$ cat config.mk
export PLATFORM = sky130hd
export DESIGN_NAME = demux2_route_flat
export DESIGN_NICKNAME = d
export VERILOG_FILES = /design/src/rtl/demux2_route_pkg.sv /design/src/rtl/demux2_route_if.sv /design/src/rtl/demux2_route_fifo2.sv /design/src/rtl/demux2_route.sv /design/src/flat_wrapper.sv
export SDC_FILE = /design/constraint.sdc
export NUM_CORES = 1
export LEC_CHECK = 0
export BUFFER_PORTS_ARGS = -buffer_cell sky130_fd_sc_hd__buf_4
export CORE_MARGIN = 2
export CORE_UTILIZATION = 45
export CTS_CLUSTER_DIAMETER = 150
export DETAILED_ROUTE_END_ITERATION = 16
export PLACE_DENSITY = 0.76
export SYNTH_ARGS = -nofsm -noshare
export SYNTH_HDL_FRONTEND = slang
export SYNTH_HIERARCHICAL = 1
export SYNTH_SLANG_ARGS = --single-unit
export TNS_END_PERCENT = 100
$ cat constraint.sdc
create_clock -name clk -period 5.2 [get_ports clk]
set_clock_uncertainty 0.2 [all_clocks]
set_input_delay 0.26 -clock clk [delete_from_list [all_inputs] [get_ports clk]]
set_output_delay 0.26 -clock clk [all_outputs]
set_load 0.05 [all_outputs]
$ cat src/rtl/demux2_route_pkg.sv
// Shared widths, port indices and the queued entry type for the two-way routing stage.
package demux_route_pkg;

  localparam int WIDTH = 32;
  localparam int TAG_W = 5;
  localparam int CNT_W = 16;

  localparam logic PORT0 = 1'b0;
  localparam logic PORT1 = 1'b1;

  typedef struct packed {
    logic             sel;
    logic [TAG_W-1:0] tag;
    logic [WIDTH-1:0] data;
  } route_entry_t;

endpackage

$ cat src/rtl/demux2_route_if.sv
// Producer and consumer handshake bundle of the routing stage; slave is the stage's view.
interface demux2_route_if #(
  parameter int WIDTH = demux_route_pkg::WIDTH,
  parameter int TAG_W = demux_route_pkg::TAG_W,
  parameter int CNT_W = demux_route_pkg::CNT_W
);

  logic             in_valid;
  logic             in_ready;
  logic             in_select;
  logic [WIDTH-1:0] in_data;
  logic [TAG_W-1:0] in_tag;

  logic             out0_valid;
  logic             out0_ready;
  logic [WIDTH-1:0] out0_data;
  logic [TAG_W-1:0] out0_tag;

  logic             out1_valid;
  logic             out1_ready;
  logic [WIDTH-1:0] out1_data;
  logic [TAG_W-1:0] out1_tag;

  logic [CNT_W-1:0] cnt0;
  logic [CNT_W-1:0] cnt1;
  logic             busy;

  modport slave (
    input  in_valid, in_select, in_data, in_tag, out0_ready, out1_ready,
    output in_ready, out0_valid, out0_data, out0_tag,
           out1_valid, out1_data, out1_tag, cnt0, cnt1, busy
  );

  modport master (
    output in_valid, in_select, in_data, in_tag, out0_ready, out1_ready,
    input  in_ready, out0_valid, out0_data, out0_tag,
           out1_valid, out1_data, out1_tag, cnt0, cnt1, busy
  );

endinterface

$ cat src/rtl/demux2_route_fifo2.sv
// Two-entry in-order queue of route entries. Unoccupied slots are held at zero so the
// head reads as all zeros whenever the queue is empty.
module demux2_fifo2
  import demux_route_pkg::*;
(
  input  logic         clk,
  input  logic         rst_n,
  input  logic         push,
  input  route_entry_t push_entry,
  input  logic         pop,
  output route_entry_t head,
  output logic [1:0]   count,
  output logic         full,
  output logic         empty
);

  route_entry_t slot0;
  route_entry_t slot1;
  logic         do_push;
  logic         do_pop;

  assign full    = (count == 2'd2);
  assign empty   = (count == 2'd0);
  assign head    = slot0;
  assign do_push = push && !full;
  assign do_pop  = pop && !empty;

  // A push paired with a pop can only happen at count 1, so the new entry lands in the head slot.
  always_ff @(posedge clk or negedge rst_n) begin
    if (!rst_n) begin
      slot0 <= '0;
      slot1 <= '0;
      count <= 2'd0;
    end else begin
      case ({do_push, do_pop})
        2'b10: begin
          if (empty) slot0 <= push_entry;
          else       slot1 <= push_entry;
          count <= count + 2'd1;
        end
        2'b01: begin
          slot0 <= slot1;
          slot1 <= '0;
          count <= count - 2'd1;
        end
        2'b11: begin
          slot0 <= push_entry;
        end
        default: ;
      endcase
    end
  end

endmodule

$ cat src/rtl/demux2_route.sv
// Routing stage: queues {select, tag, data} and offers the head only on its selected port,
// so a stalled head blocks everything behind it. Counts completed transfers per port.
module demux2_route
  import demux_route_pkg::*;
(
  input  logic           clk,
  input  logic           rst_n,
  demux2_route_if.slave  bus
);

  route_entry_t     head;
  route_entry_t     push_entry;
  logic [1:0]       count;
  logic             full;
  logic             empty;
  logic             push;
  logic             pop;
  logic             take0;
  logic             take1;
  logic [CNT_W-1:0] cnt0_q;
  logic [CNT_W-1:0] cnt1_q;

  assign push_entry = '{sel: bus.in_select, tag: bus.in_tag, data: bus.in_data};
  assign push       = bus.in_valid && !full;

  demux2_fifo2 u_fifo (
    .clk        (clk),
    .rst_n      (rst_n),
    .push       (push),
    .push_entry (push_entry),
    .pop        (pop),
    .head       (head),
    .count      (count),
    .full       (full),
    .empty      (empty)
  );

  assign bus.in_ready   = !full;
  assign bus.out0_valid = !empty && (head.sel == PORT0);
  assign bus.out1_valid = !empty && (head.sel == PORT1);
  assign bus.out0_data  = head.data;
  assign bus.out0_tag   = head.tag;
  assign bus.out1_data  = head.data;
  assign bus.out1_tag   = head.tag;
  assign bus.busy       = (count != 2'd0);

  assign take0 = bus.out0_valid && bus.out0_ready;
  assign take1 = bus.out1_valid && bus.out1_ready;
  assign pop   = take0 || take1;

  // Counters wrap silently at the top of their range.
  always_ff @(posedge clk or negedge rst_n) begin
    if (!rst_n) begin
      cnt0_q <= '0;
      cnt1_q <= '0;
    end else begin
      if (take0) cnt0_q <= cnt0_q + 1'b1;
      if (take1) cnt1_q <= cnt1_q + 1'b1;
    end
  end

  assign bus.cnt0 = cnt0_q;
  assign bus.cnt1 = cnt1_q;

endmodule
$ cat src/flat_wrapper.sv
// flat-port wrapper written by rule: the top's interface ports become plain ports
module demux2_route_flat import demux_route_pkg::*;
  (clk, rst_n, bus_in_valid, bus_in_select, bus_in_data, bus_in_tag, bus_out0_ready, bus_out1_ready, bus_in_ready, bus_out0_valid, bus_out0_data, bus_out0_tag, bus_out1_valid, bus_out1_data, bus_out1_tag, bus_cnt0, bus_cnt1, bus_busy);
  demux2_route_if bus_i ();
  input  logic clk;
  input  logic rst_n;
  input wire logic [$bits(bus_i.in_valid)-1:0] bus_in_valid;
  input wire logic [$bits(bus_i.in_select)-1:0] bus_in_select;
  input wire logic [$bits(bus_i.in_data)-1:0] bus_in_data;
  input wire logic [$bits(bus_i.in_tag)-1:0] bus_in_tag;
  input wire logic [$bits(bus_i.out0_ready)-1:0] bus_out0_ready;
  input wire logic [$bits(bus_i.out1_ready)-1:0] bus_out1_ready;
  output wire logic [$bits(bus_i.in_ready)-1:0] bus_in_ready;
  output wire logic [$bits(bus_i.out0_valid)-1:0] bus_out0_valid;
  output wire logic [$bits(bus_i.out0_data)-1:0] bus_out0_data;
  output wire logic [$bits(bus_i.out0_tag)-1:0] bus_out0_tag;
  output wire logic [$bits(bus_i.out1_valid)-1:0] bus_out1_valid;
  output wire logic [$bits(bus_i.out1_data)-1:0] bus_out1_data;
  output wire logic [$bits(bus_i.out1_tag)-1:0] bus_out1_tag;
  output wire logic [$bits(bus_i.cnt0)-1:0] bus_cnt0;
  output wire logic [$bits(bus_i.cnt1)-1:0] bus_cnt1;
  output wire logic [$bits(bus_i.busy)-1:0] bus_busy;
  assign bus_i.in_valid = bus_in_valid;
  assign bus_i.in_select = bus_in_select;
  assign bus_i.in_data = bus_in_data;
  assign bus_i.in_tag = bus_in_tag;
  assign bus_i.out0_ready = bus_out0_ready;
  assign bus_i.out1_ready = bus_out1_ready;
  assign bus_in_ready = bus_i.in_ready;
  assign bus_out0_valid = bus_i.out0_valid;
  assign bus_out0_data = bus_i.out0_data;
  assign bus_out0_tag = bus_i.out0_tag;
  assign bus_out1_valid = bus_i.out1_valid;
  assign bus_out1_data = bus_i.out1_data;
  assign bus_out1_tag = bus_i.out1_tag;
  assign bus_cnt0 = bus_i.cnt0;
  assign bus_cnt1 = bus_i.cnt1;
  assign bus_busy = bus_i.busy;
  demux2_route u_core (.clk(clk), .rst_n(rst_n), .bus(bus_i));
endmodule
---- Yosys cells after proc, flatten, opt, wreduce, memory -nomap -nowiden ----
Index checks and enable logic that the tools add are counted.
word-level totals
  register bits after elaboration ......... 110
  input bits .............................. 43
  logic and storage cells ................. 41
cells by class
  add/subtract/negate cells ............... 4
  eq/ne operators ......................... 6
  multiplexer cells ....................... 5
  bitwise logic cells ..................... 1
  reductions and logical operators ........ 16
operators with widths
  cell                     count
  $pmux W38 S3             1
  $mux W38                 2
  $pmux W38 S2             1
  $add A16 B1 Y16 const B  2
  $logic_and A1 B1 Y1      7
  $eq A2 B2 Y1 const B     3
  $pmux W2 S2              1
  $reduce_and A2 Y1        2
  $reduce_bool A2 Y1       2
  $reduce_bool A3 Y1       1
  $add A2 B1 Y2 const B    1
  $eq A2 B1 Y1 const B     1
  $logic_not A1 Y1         2
  $logic_not A2 Y1         1
  $ne A2 B1 Y1 const B     1
  $ne A2 B2 Y1 const B     1
  $sub A2 B1 Y2 const B    1
  $logic_or A1 B1 Y1       1
  $not A1 Y1               1

---- Longest topological paths before layout ----
  word-level depth ........................ 9
  mapped depth ............................ 11
  gate-level depth less buffers ........... 9

---- Hierarchy ----
Netlist, hierarchy kept.
by module, submodules not included
  module        times used  cells an instance  area each (sq um)  sequential area each (sq um)
  demux2_fifo2  1           262                3623.5             1951.9
  demux2_route  1           165                1806.7             800.8

---- Least setup slack after synthesis ----
Ideal clock, no wire load.
  kind .................................... register -> register
  from .................................... register u_core.u_fifo.count[0]
  to ...................................... register u_core/u_fifo/slot1[15] (netlist bit)
  arrival time ............................ 2.220 ns
  required time ........................... 4.875 ns
  slack ................................... 2.655 ns
  cell stages (with the launch flop) ...... 12
  buffers on the path ..................... 2
  clock period less this slack ............ 2.545 ns
  cells stage by stage .................... dfrtp_1 -> nor2_2 -> nor3b_4 -> nand2b_1 -> o21ai_2 -> inv_2 -> ha_1 -> nor2_1 -> a21o_1 -> buf_6 -> buf_6 -> mux2_4
between the ends
  word-level cells in the longest chain between the ends .. 9
  elaborated cells between the ends (all ways) .. 18
  those cells by class .................... eq/ne (4); mux (1); reduce/logical (13)
RTL lines
  what                                                                 RTL line                                text
  start, declared                                                      demux2_route_fifo2.sv:12                output logic [1:0] count,
  start signal, assigned                                               demux2_route_fifo2.sv:39                count <= count + 2'd1;
  start signal, assigned                                               demux2_route_fifo2.sv:44                count <= count - 2'd1;
  $logic_not A2 Y1 (*)                                                 demux2_route_fifo2.sv:23                assign empty = (count == 2'd0);
  named net u_core.empty                                               demux2_route.sv:15                      logic empty;
  $logic_not A1 Y1 (*)                                                 demux2_route.sv:39, demux2_route.sv:40
  $logic_and A1 B1 Y1, on equally long branches                        demux2_route.sv:39, demux2_route.sv:40
  $logic_and A1 B1 Y1, on equally long branches                        demux2_route.sv:47, demux2_route.sv:48
  $logic_or A1 B1 Y1 (*)                                               demux2_route.sv:49                      assign pop = take0 || take1;
  named net u_core.pop                                                 demux2_route.sv:17                      logic pop;
  $logic_and A1 B1 Y1 (*)                                              demux2_route_fifo2.sv:26                assign do_pop = pop && !empty;
  $eq A2 B2 Y1 / $eq A2 B1 Y1 (equally long branches)                  demux2_route_fifo2.sv:35                case ({do_push, do_pop})
  $ne A2 B2 Y1 (no line) / $reduce_bool A2 Y1 (equally long branches)  --
  $reduce_and A2 Y1 (no line)                                          --
  end signal, assigned                                                 demux2_route_fifo2.sv:38                else slot1 <= push_entry;
  end, declared                                                        demux2_route_fifo2.sv:18                route_entry_t slot1;
Mark *: on every way through the listed nets, which the timed path passes. The rest lies on a longest branch.
A chain may end at the register's enable or synchronous reset.

---- Final worst setup path ----
  from .................................... register u_core.u_fifo.count[0]
  to ...................................... register u_core/u_fifo/slot1[27] (netlist bit)
Same word-level chain as after synthesis.

==> flow_summary.ini <==
[global_route]
grt_pass1_wl_mm = 17.1
grt.overflow.total = 0
grt_pass1_vias = 3542
grt_start_max_net_pins = 60
track_usage_pct = 16.6
antenna_found_initial = 0

[setup_path]
r2r_setup_slack_ns = 1.56
cp_cell_sequence = nor2_2 > nor3b_4 > nand2b_1 > o21ai_2 > inv_2 > ha_2 > nor2_1 > a21o_2 > mux2_4
critical_path.max_stage_delay_ns = 0.70
arrival_ns = 3.67
worst-path-max-fanout = 43
r2r_end = u_core/u_fifo/slot1[27]$_DFFE_PN0P_
worstSetupPathType = flop to flop
r2r-start = u_core/u_fifo/count[0]$_DFFE_PN0P_
cp.required_ns = 5.22
endpoint_kind = flop
worstSetupStartpointType = flop
r2r_cells = 9
cp_slowest_cell = ha_2

[drt]
ant_nets = 0
first_pass_iters = 4
route.detailed.vias_per_inst = 5.04
drc = 0
wl_per_cell_um = 15.1
num_vias = 3487
drtIter0Drc = 172
totalWireLength_mm = 10.5

[min_path]
min_path_type = primary input to flop
hold_depth = 3
hp-start = bus_out1_ready
hold_end = u_core/bus.cnt1[0]$_DFFE_PN0P_

[logic_synthesis]
synth.distinct_cells = 36
syn_area_um2 = 5430
seq_area_frac_synth_pct = 50.7
syn_area_per_cell_um2 = 12.7
synthTopCellsByArea = dfrtp_1, mux2_2, mux2_4
synthFlopType = dfrtp_1
synth_largest_area_cell = dfrtp_1
syn_inst = 427
synth-edff-count = 0
synth_top_area_share_pct = 50.7
syn_nets = 474
ys_ff_latch = 110
ys_async_sr_fraction_pct = 100
yosysWarnings = 6

[floorplanning]
die_h_um = 114
fp-row-count = 40
die_area_um2 = 13000
io_pins = 153
dieWidth_um = 114
start_util_pct = 45.6
coreArea_um2 = 11900

[finish]
area_growth_pct = 23.1
layout_commonest_cell = buf_4
antenna_cells = 0
final_nets = 587
finalInstanceArea_um2 = 6690
drive_gt1_share_pct = 45.1
layout_common_cells = buf_4, dfrtp_1, mux2_2

[clock_tree]
cts.sinks = 110
root_buffer = clkbuf_16
clk_pin_slew_ns = 0.07
postCtsResizedCells = 0
cts.path.max_buffers = 2
insertion_delay_ns = 0.34
cts_setup_buffers = 0
cts_made_buffers = 9
cts_tree = built
htree_levels = 3

[timing]
post-route-min-period_ns = 3.64
finalSetupTns_ns = 0
timing.fmax_ghz = 0.275
rsz0062_at_grt = false
setup_viol = 0
slew_viol_final = 0
tightest_slew_ns = 1.07
hold_violations = 0
slew_headroom_pct = 28.7
period_share_pct = 70.1

[placement]
gp_congestion = 0.778
post-dp-hpwl_mm = 7.28
port_buffers = 152
post_dp_cell_area_um2 = 6400

[run_status]
outcome = complete, no violations

[run]
maxCapViolCount = 0
## worst max path at each step
stage | slack [ns] | end | start
2_1_floorplan | 2.66 | u_core/u_fifo/slot1[15]$_DFFE_PN0P_ | u_core/u_fifo/count[0]$_DFFE_PN0P_
3_3_place_gp | 1.75 | u_core/u_fifo/slot1[25]$_DFFE_PN0P_ | u_core/u_fifo/count[0]$_DFFE_PN0P_
3_5_place_dp | 1.57 | u_core/u_fifo/slot1[27]$_DFFE_PN0P_ | u_core/u_fifo/count[0]$_DFFE_PN0P_
4_1_cts | 1.55 | u_core/u_fifo/slot1[27]$_DFFE_PN0P_ | u_core/u_fifo/count[0]$_DFFE_PN0P_
5_1_grt | 1.26 | u_core/u_fifo/slot1[34]$_DFFE_PN0P_ | u_core/u_fifo/count[0]$_DFFE_PN0P_
6_report | 1.56 | u_core/u_fifo/slot1[27]$_DFFE_PN0P_ | u_core/u_fifo/count[0]$_DFFE_PN0P_
## cell usage after synthesis (all sizes together) (6+ instances only)
master and number:
mux2 77, nor2b 39, buf 48, nand2 11, xor2 8, clkbuf 6, a21o 39, dfrtp 110
xnor2 25, nand3 11, and3 6, nand4 12, nor2 9
## metrics by stage
step	hold WS, ns	setup WS (ns)	std cells	utilization (%)
after detailed placement	0.137	1.57	675	53.7
after global placement	0.129	1.75	675	53.7
final	0.0805	1.56	692	56.1
after floorplan	-0.236	2.66	427	-
after global routing	0.0982	1.26	692	56.1
after CTS	0.0719	1.55	692	56.1
## logic make-up after synthesis
group | synth area share [%]
flops | 50.7
buf+inv | 7.51
simple gates | 12.5
mux | 17.4
xor+xnor | 5.32
fa+ha+maj | 0.922
compound gates | 5.71
## layout make-up
| cell class | instances | area (µm²) |
|---|---|---|
| tap | 147 | 184 |
| inverter | 5 | 18.8 |
| fill | 1028 | 5230 |
| sequential | 110 | 2750 |
| multi-input combinational | 258 | 2280 |
| timing repair buffer | 156 | 1170 |
| clock inverter | 6 | 46.3 |
| clock buffer | 10 | 229 |
## critical path, delay by kind of cell (launching register included)
family                   cells  cell delay, ns
multiplexers                 1            0.44
adder cells (fa/ha/maj)      1            0.70
flip-flops                   1            0.48
buffers and inverters        1            0.09
AO/OA/AOI/OAI                2            0.64
AND/OR/NAND/NOR              4            0.94
## sequential cells by signal, indices dropped and copies added (netlist names)
name                 flops
u_core/u_fifo/count      2
u_core/bus.cnt1         16
u_core/bus.cnt0         16
u_core/u_fifo/slot1     38
u_core/u_fifo/head      38
## per-layer routing
layer	GRT usage (%)	vias to the layer above	share of wire, %
met4	5.04	0	1.5
met1	21.4	1738	43
met5	0	-	0
li1	-	1653	-
met3	3.72	10	3.5
met2	27.9	86	52
## timing repair
action / 4_1_cts / 5_1_grt
setup endpoints to repair: 0 / 0
hold endpoints to repair: 51 / 0
hold buffers: 1 / 0
Power is not shown: default switching activity piles up to over one toggle a cycle in this logic, so the estimate is an artifact.
